## src/rtl/jump_return_control.sv

```systemverilog
// Jump/return redirect control with a circular return-address stack.
// J/JAL/JR produce a registered redirect; JAL pushes pc_plus4 and JR pops and predicts.
module jump_return_control #(
    parameter int          DATA_W = 32,
    parameter int          DEPTH  = 8,
    parameter logic [2:0]  OP_J   = 3'b010,
    parameter logic [2:0]  OP_JAL = 3'b011
) (
    input  logic                      clock,
    input  logic                      reset,
    input  logic                      instr_valid,
    input  logic                      stall,
    input  logic                      flush,
    input  logic [2:0]                opcode,
    input  logic [5:0]                func,
    input  logic [DATA_W-1:0]         ReadData1,
    input  logic [DATA_W-1:0]         pc_plus4,
    input  logic [DATA_W-1:0]         jump_target,
    output logic                      redirect,
    output logic [DATA_W-1:0]         target,
    output logic                      ras_hit,
    output logic                      ras_miss,
    output logic [$clog2(DEPTH):0]    ras_count,
    output logic                      ras_overflow
);

    localparam int                PTR_W    = $clog2(DEPTH);
    localparam int                CNT_W    = PTR_W + 1;
    localparam logic [CNT_W-1:0]  FULL_CNT = CNT_W'(DEPTH);
    localparam logic [8:0]        JR_CODE  = 9'b000001000;

    logic [DATA_W-1:0] r_stack [DEPTH];
    logic [PTR_W-1:0]  r_ptr;
    logic [CNT_W-1:0]  r_count;
    logic              r_overflow;
    logic              r_redirect;
    logic [DATA_W-1:0] r_target;
    logic              r_hit;
    logic              r_miss;

    logic              w_accept;
    logic              w_isJr;
    logic              w_isJ;
    logic              w_isJal;
    logic              w_isJump;
    logic              w_empty;
    logic              w_full;
    logic [PTR_W-1:0]  w_topIdx;
    logic [DATA_W-1:0] w_topData;
    logic              w_topMatch;
    logic              w_push;
    logic              w_pop;

    // r_ptr names the next free slot, so the top of stack sits one below it.
    assign w_accept   = instr_valid && !stall && !flush && !reset;
    assign w_isJr     = ({opcode, func} == JR_CODE);
    assign w_isJ      = !w_isJr && (opcode == OP_J);
    assign w_isJal    = !w_isJr && !w_isJ && (opcode == OP_JAL);
    assign w_isJump   = w_isJr || w_isJ || w_isJal;
    assign w_empty    = (r_count == '0);
    assign w_full     = (r_count == FULL_CNT);
    assign w_topIdx   = r_ptr - PTR_W'(1);
    assign w_topData  = r_stack[w_topIdx];
    assign w_topMatch = (w_topData == ReadData1);
    assign w_push     = w_accept && w_isJal;
    assign w_pop      = w_accept && w_isJr && !w_empty;

    // Stack contents carry no reset; a full push lands on the oldest slot.
    always_ff @(posedge clock) begin
        if (w_push) begin
            r_stack[r_ptr] <= pc_plus4;
        end
    end

    always_ff @(posedge clock) begin
        if (reset) begin
            r_ptr      <= '0;
            r_count    <= '0;
            r_overflow <= 1'b0;
            r_redirect <= 1'b0;
            r_target   <= '0;
            r_hit      <= 1'b0;
            r_miss     <= 1'b0;
        end else if (flush) begin
            r_ptr      <= '0;
            r_count    <= '0;
            r_overflow <= 1'b0;
            r_redirect <= 1'b0;
            r_hit      <= 1'b0;
            r_miss     <= 1'b0;
        end else begin
            r_redirect <= w_accept && w_isJump;
            r_hit      <= w_accept && w_isJr && !w_empty && w_topMatch;
            r_miss     <= w_accept && w_isJr && (w_empty || !w_topMatch);
            if (w_accept && w_isJump) begin
                r_target <= w_isJr ? ReadData1 : jump_target;
            end
            if (w_push) begin
                r_ptr <= r_ptr + PTR_W'(1);
                if (w_full) begin
                    r_overflow <= 1'b1;
                end else begin
                    r_count <= r_count + CNT_W'(1);
                end
            end else if (w_pop) begin
                r_ptr   <= r_ptr - PTR_W'(1);
                r_count <= r_count - CNT_W'(1);
            end
        end
    end

    assign redirect     = r_redirect;
    assign target       = r_target;
    assign ras_hit      = r_hit;
    assign ras_miss     = r_miss;
    assign ras_count    = r_count;
    assign ras_overflow = r_overflow;

endmodule
```

## config.mk

```make
export PLATFORM = sky130hd
export DESIGN_NAME = jump_return_control
export DESIGN_NICKNAME = d
export VERILOG_FILES = /design/src/rtl/jump_return_control.sv
export SDC_FILE = /design/constraint.sdc
export NUM_CORES = 1
export LEC_CHECK = 0
export BUFFER_PORTS_ARGS = -buffer_cell sky130_fd_sc_hd__buf_4
export CAP_MARGIN = 0
export CORE_UTILIZATION = 30
export DETAILED_ROUTE_END_ITERATION = 12
export PLACE_DENSITY = 0.5
export SYNTH_ARGS = -nofsm -noshare
export SYNTH_HDL_FRONTEND = slang
export SYNTH_SLANG_ARGS = --single-unit
```

## constraint.sdc

```tcl
create_clock -name clock -period 5.1 [get_ports clock]
set_input_delay 0.255 -clock clock [delete_from_list [all_inputs] [get_ports clock]]
set_output_delay 0.255 -clock clock [all_outputs]
set_load 0.1 [all_outputs]
```

======== After elaboration in Yosys (flattened, before gate mapping) ========
Memory sizes are Yosys's and may differ from the RTL's.
Cells that the tools add are included.
Widths: inputs -> output; s select.
cells by class
  $add $sub $neg .......................... 4
  reduce and logical (&&, ||, !) cells .... 28
  bitwise operators ....................... 1
  equality and inequality tests ........... 6
  mux-type cells .......................... 8
operators by type and width
  kind                 number
  $eq 32x32->1         1
  $mux 32              1
  $logic_and 1x1->1    12
  $mux 4               3
  $eq 9x4->1 const B   1
  $logic_not 1->1      7
  $eq 3x2->1 const B   2
  $mux 3               2
  $reduce_and 2->1     3
  $add 4x1->4 const B  1
  $eq 4x4->1 const B   1
  $logic_not 4->1      1
  $sub 4x1->4 const B  1
  $add 3x1->3 const B  1
  $logic_or 1x1->1     3
  $sub 3x1->3 const B  1
  $mux 1               2
  $ne 2x2->1 const B   1
  $reduce_bool 2->1    1
  $reduce_or 2->1      1
  $not 1->1            1
word-level totals
  register bits ........................... 43
  memory bits (writable) .................. 256
  output and inout bits ................... 40
  memories kept ........................... 1
  input port bits ......................... 110
memory list
  memory   words  width  rd ports  clocked after memory_dff  write ports  RTL line  RTL
  r_stack  8      32     1         0                         1            32        logic [DATA_W-1:0] r_stack [DEPTH];

======== Logic depth before layout (Yosys ltp) ========
  depth after elaboration ................. 9
  depth in mapped cells ................... 16
  gate-level depth less buffers ........... 9

======== Least setup slack after synthesis ========
No wires, ideal clock.
  kind .................................... register to register
  start point ............................. reg r_ptr[0]
  end point ............................... mem r_stack[1][0] (enable)
  setup time .............................. 0.502 ns
  slack ................................... -0.347 ns
  data required time ...................... 4.598 ns
  buffers on the path ..................... 5
  data arrival time ....................... 4.945 ns
  stages on the path, launching flop included .. 8
  cells stage by stage .................... dfxtp_1 -> buf_6 -> buf_2 -> buf_2 -> buf_2 -> clkbuf_1 -> inv_1 -> nor4_1
RTL lines
  what                      RTL line  RTL
  start: declaration        33        logic [PTR_W-1:0] r_ptr;
  start signal: assignment  99        r_ptr <= r_ptr + PTR_W'(1);
  start signal: assignment  106       r_ptr <= r_ptr - PTR_W'(1);
  end: declaration          32
Straight into the memory's write port.

======== Worst setup path in the final report ========
  start point ............................. reg r_ptr[0]
  end point ............................... reg r_miss (netlist: ras_miss)
on the way
  longest elaborated chain between the ends .. 6
ends and longest elaborated chain
  what                    RTL line  RTL
  $sub 3x1->3             62        assign w_topIdx = r_ptr - PTR_W'(1);
  $mem_v2 8x32            --
  $eq 32x32->1            64        assign w_topMatch = (w_topData == ReadData1);
  $logic_not 1->1         94        r_miss <= w_accept && w_isJr && (w_empty || !w_topMatch);
  $logic_or 1x1->1        94
  $logic_and 1x1->1       94
  end signal: assignment  94
  end: declaration        39        logic r_miss;
No other way between the ends.
A chain may end at the register's enable or synchronous reset.

==> results.md <==
STA:
- The final clock skew is approximately 0.010 ns.
- In this run the tightest slew margin relative to its limit is 0.353.
- The upper clock frequency limit is 254 MHz.
- The total negative slack for setup checks is 0 ns.
- The final hold violation count is 0.
- In the finished design, the share of the clock period the worst path needs comes to 0.772.
- The setup-violating endpoint count in the final report is 0.
- Setup repair after global routing left no endpoint under its margin.
- The number of max-slew violations in the final report is 0.
- For the pin with the worst max-slew slack, the measured transition is 0.965 ns.
- The minimum clock period is just under 4 ns.

Cells and area:
- The share of cells above drive strength 1 is 0.318.
- The post-layout net count is roughly 1,000.
- The number of filler instances in the final layout is approximately 3,700.
- The area occupied by multi-input gates is between 0.003 and 0.004 mm^2.
- The sequential cells in the finished layout cover a total of approximately 0.0086 mm^2.
- Compared with the post-synthesis result, the final layout area differs by 26.8%.
- After routing the design area is roughly 0.015 mm^2.
- The fraction of the core area covered by cells at the end of the flow is 0.388.

Power:
- The static leakage is around 5.4 nW.
- The internal portion of the total power is 4.21 mW.
- The share of power burned in the clock network is 0.449.
- The power density normalized to cell area is ~340 mW/mm^2.
- The power share of the combinational group is 0.045.
- The power share of the sequential group is 0.506.
- Across the VDD grid, the largest voltage drop is about 170 uV.
- Of the total power, the share spent switching nets is 0.199.
- The design draws between 5 and 6 mW.
- Summed over all nets, the switching power comes to approximately 1.0 mW.

Outcome:
- The flow ran to the end, and the final reports show no timing, DRC or antenna violations.

Critical path:
- The slowest stage of the critical path belongs to the cell ha_2.
- STA puts the critical path data arrival time at approximately 4.4 ns.
- The stage delay of the slowest cell on the critical path is around 0.66 ns.
- The count of buffer and inverter cells on the critical path is 2.
- STA classifies the critical path startpoint as a flip-flop.
- Data on the critical path is required at its endpoint by approximately 5.5 ns.
- The most repeated library cell on the critical path is or4_1.
- Walking the worst path, the cells encountered are inv_1 > ha_2 > buf_4 > mux4_1 > xor2_1 > nor4_1 > o22ai_1 > or4_1 > or4_1 > o21ba_1.
- The critical path class is reg -> reg.
- Of all nets on the critical path, the largest fanout is 24.
- The endpoint kind of the worst setup timing path is a flip-flop.
- The cell class contributing the biggest share of worst-path delay is simple AND/OR/NAND/NOR gates.
- In this run the register-to-register setup slack is roughly 1.2 ns.

Placed design:
- The detailed-placement wirelength estimate is between 20 and 25 mm.
- Routability-driven placement finished with a final weighted congestion of just over 0.7.
- The total cell area at the placement stage is 0.0141 mm^2.
- Port buffering added ~150 buffers.

Synthesis:
- The fraction of the mapped netlist area in simple logic gates is 0.0407.
- The Yosys step of the flow raised 0 warnings.
- The count of flip-flops with a built-in enable after synthesis is between 200 and 300.
- The count of unique library cells instantiated by Yosys is 42.
- The register bit total from synthesis is between 200 and 300.
- Among all flip-flop cells after synthesis, the most frequent one is edfxtp_1.
- Of the total synthesized cell area, the portion taken by XOR and XNOR cells is 0.0480.
- The post-synthesis instance area is about 0.012 mm^2.
- The adder and majority cell fraction of the synthesized area is 0.00492.
- After synthesis, the mean cell area works out to roughly 18 um^2.
- The complex-gate fraction of the synthesized area was 0.0359.
- The cell count after synthesis is just under 700.
- The mux cell area share after synthesis is 0.154.
- After synthesis, the largest family of logic cells by area is multiplexers.
- The share of the Yosys chip area taken by registers is 0.700.
- The net count of the mapped netlist is 806.
- In the synthesized netlist the async set-or-reset flop fraction comes to 0.

Route:
- After detailed routing, no signal wire sits above met4.
- The count of nets left with antenna violations once routing finished came out at 0.
- The wire length per cell is between 20 and 25 um.
- The first detailed-routing pass took 4 iterations.
- The DRC violation total after the first TritonRoute iteration is just under 600.
- The amount of wire on met3 after detailed routing is 1.67 mm.
- The met2 routed wirelength is 14.4 mm.
- The met1 wire length is approximately 15 mm.
- The detailed-route vias per instance is approximately 4.7.
- For this run, design rule violations remaining after detail routing come to 0.
- Summing over every cut layer, the via total after detailed routing is slightly below 7,000.
- The routed design has 30.9 mm of wire.

Floorplan:
- The floorplan die width is just over 200 um.
- The core region area is roughly 0.04 mm^2.
- The initialized floorplan defines 73 standard-cell rows.
- The die height is roughly 200 um.
- 150 I/O pins were placed.
- The initial utilization of the core area, before any placement, comes to 0.306.
- The die outline area is about 0.042 mm^2.

Clock network:
- The clock latency of the later-clocked register in the worst-skew pair is about 0.55 ns.
- The tree built by TritonCTS fans out to approximately 300 sinks.
- The maximum level of the CTS H-tree is 1.
- Once the clock tree was built, the setup fixing pass inserted 0 buffers.
- The tree is rooted in a clkbuf_16.
- Clock-pin slew was measured on the worst setup and hold paths at roughly 0.06 ns.
- TritonCTS built the clock tree.
- Buffers inserted during clock tree synthesis total 31.
- The maximum clock insertion buffer count is 3.

Run:
- The tool flagged a number of max-cap violations equal to 0.

Global route:
- The first global-routing pass estimated approximately 45 mm of wire.
- The number of global-route vias before repair is about 6,900.
- Across every metal layer, demand over resource in global routing totals 0.149.
- The sum of overflow across all layers after global routing is 0.
- The number of antenna violations at the first check in global routing is 1.
- Entering global routing, the biggest net connects 42 pins.

Min path:
- The type of the tightest min-delay check is in -> reg.
[synthesized netlist by cell type, types with 2 or more instances]
library cell | instances | area, um^2
nand4_1 | 10 | 62.6
xor2_1 | 30 | 263
nor3_1 | 13 | 65.1
o22ai_1 | 2 | 12.5
a31oi_1 | 2 | 12.5
dfxtp_1 | 43 | 861
a211oi_1 | 32 | 240
buf_6 | 2 | 22.5
mux2i_1 | 45 | 450
nor2_1 | 55 | 206
ha_1 | 4 | 50.1
mux4_1 | 9 | 236
edfxtp_1 | 256 | 7690
nand2b_1 | 3 | 18.8
buf_2 | 8 | 40.0
a21oi_1 | 13 | 65.1
mux2_2 | 2 | 22.5
clkbuf_1 | 23 | 86.3
nor4_1 | 6 | 37.5
inv_1 | 5 | 18.8
nand2_1 | 9 | 33.8
o21ai_0 | 9 | 45.0
xnor2_1 | 35 | 307
a31o_2 | 2 | 17.5
mux4_2 | 52 | 1170
or2_2 | 3 | 18.8
or4_1 | 2 | 15.0
buf_1 | 3 | 11.3
[worst min-delay path: cells and delay by family]
| family | cells | cell delay [ns] |
|---|---|---|
| muxes | 1 | 0.12 |
| buffers and inverters | 1 | 0.11 |
| AOI/OAI and AO/OA | 1 | 0.08 |
[registers in the layout, indices dropped and copies added, names as in the netlist]
register and count:
r_ptr 3, r_stack 256, ras_count 4, ras_hit 1
ras_miss 1, ras_overflow 1, redirect 1, target 32
[path summary, 6_finish.rpt]
check | startpoint | end | depth (start not counted)
setup reg to reg | r_ptr[0]$_SDFFE_PP0P_ | ras_miss$_SDFF_PP0_ | 10
hold reg to reg | target[4]$_SDFFE_PP0P_ | target[4]$_SDFFE_PP0P_ | 2
hold / removal | jump_target[22] | target[22]$_SDFFE_PP0P_ | 3
setup / recovery | r_ptr[0]$_SDFFE_PP0P_ | ras_miss$_SDFF_PP0_ | 10
[power groups by stage]
stage / registers (mW) / logic, mW / clock network, mW
3_5_place_dp: 2.71 / 0.218 / 0
2_1_floorplan: 2.73 / 0.0530 / 0
5_1_grt: 2.65 / 0.254 / 2.51
3_3_place_gp: 2.71 / 0.217 / 0
6_report: 2.66 / 0.236 / 2.36
4_1_cts: 2.66 / 0.240 / 2.42
[layer usage]
| layer | vias up | GRT usage |
|---|---|---|
| met1 | 3467 | 0.216 |
| met4 | 0 | 0.0290 |
| met5 | - | 0 |
| met3 | 30 | 0.0227 |
| li1 | 3152 | - |
| met2 | 166 | 0.237 |
[cells by family after synthesis]
| family | count (synthesis) |
|---|---|
| fa+ha+maj | 5 |
| flops | 299 |
| compound gates | 65 |
| mux | 108 |
| simple gates | 106 |
| xor+xnor | 66 |
| buf+inv | 43 |
[cell type report]
type                    instances  share of cell area
diodes                          1            0.000162
clock buffers                  40              0.0536
clock inverters                18              0.0157
inverters                       6             0.00145
multi-input cells             350               0.229
flip-flops and latches        299               0.552
well taps                     525              0.0424
repair buffers                203               0.106
[metrics by stage]
stage	instances	worst slack [ns]	hold slack [ns]
final	1442	1.16	0.0556
after global routing	1442	0.922	0.0343
after CTS	1441	1.08	0.0245
after detailed placement	1351	1.09	0.486
after global placement	1351	1.06	0.452
after floorplan	692	0.120	0.354
[layout by cell type (no fill, tap or decap), drive strengths merged, types with 32 or more instances in the layout]
| cell | netlist | layout |
|---|---|---|
| dlygate4sd3 | 0 | 32 |
| edfxtp | 256 | 256 |
| dfxtp | 43 | 43 |
| mux4 | 61 | 61 |
| mux2i | 45 | 45 |
| a211oi | 32 | 32 |
| xnor2 | 35 | 35 |
| clkbuf | 23 | 40 |
| nor2 | 55 | 55 |
| buf | 14 | 171 |
[what timing repair did]
item / 4_1_cts / 5_1_grt
gates resized for setup: 0 / 0
endpoints found under the hold margin: 256 / 0
endpoints found under the setup margin: 0 / 0
hold buffers: 32 / 0
(Power assumes the default switching activity.)
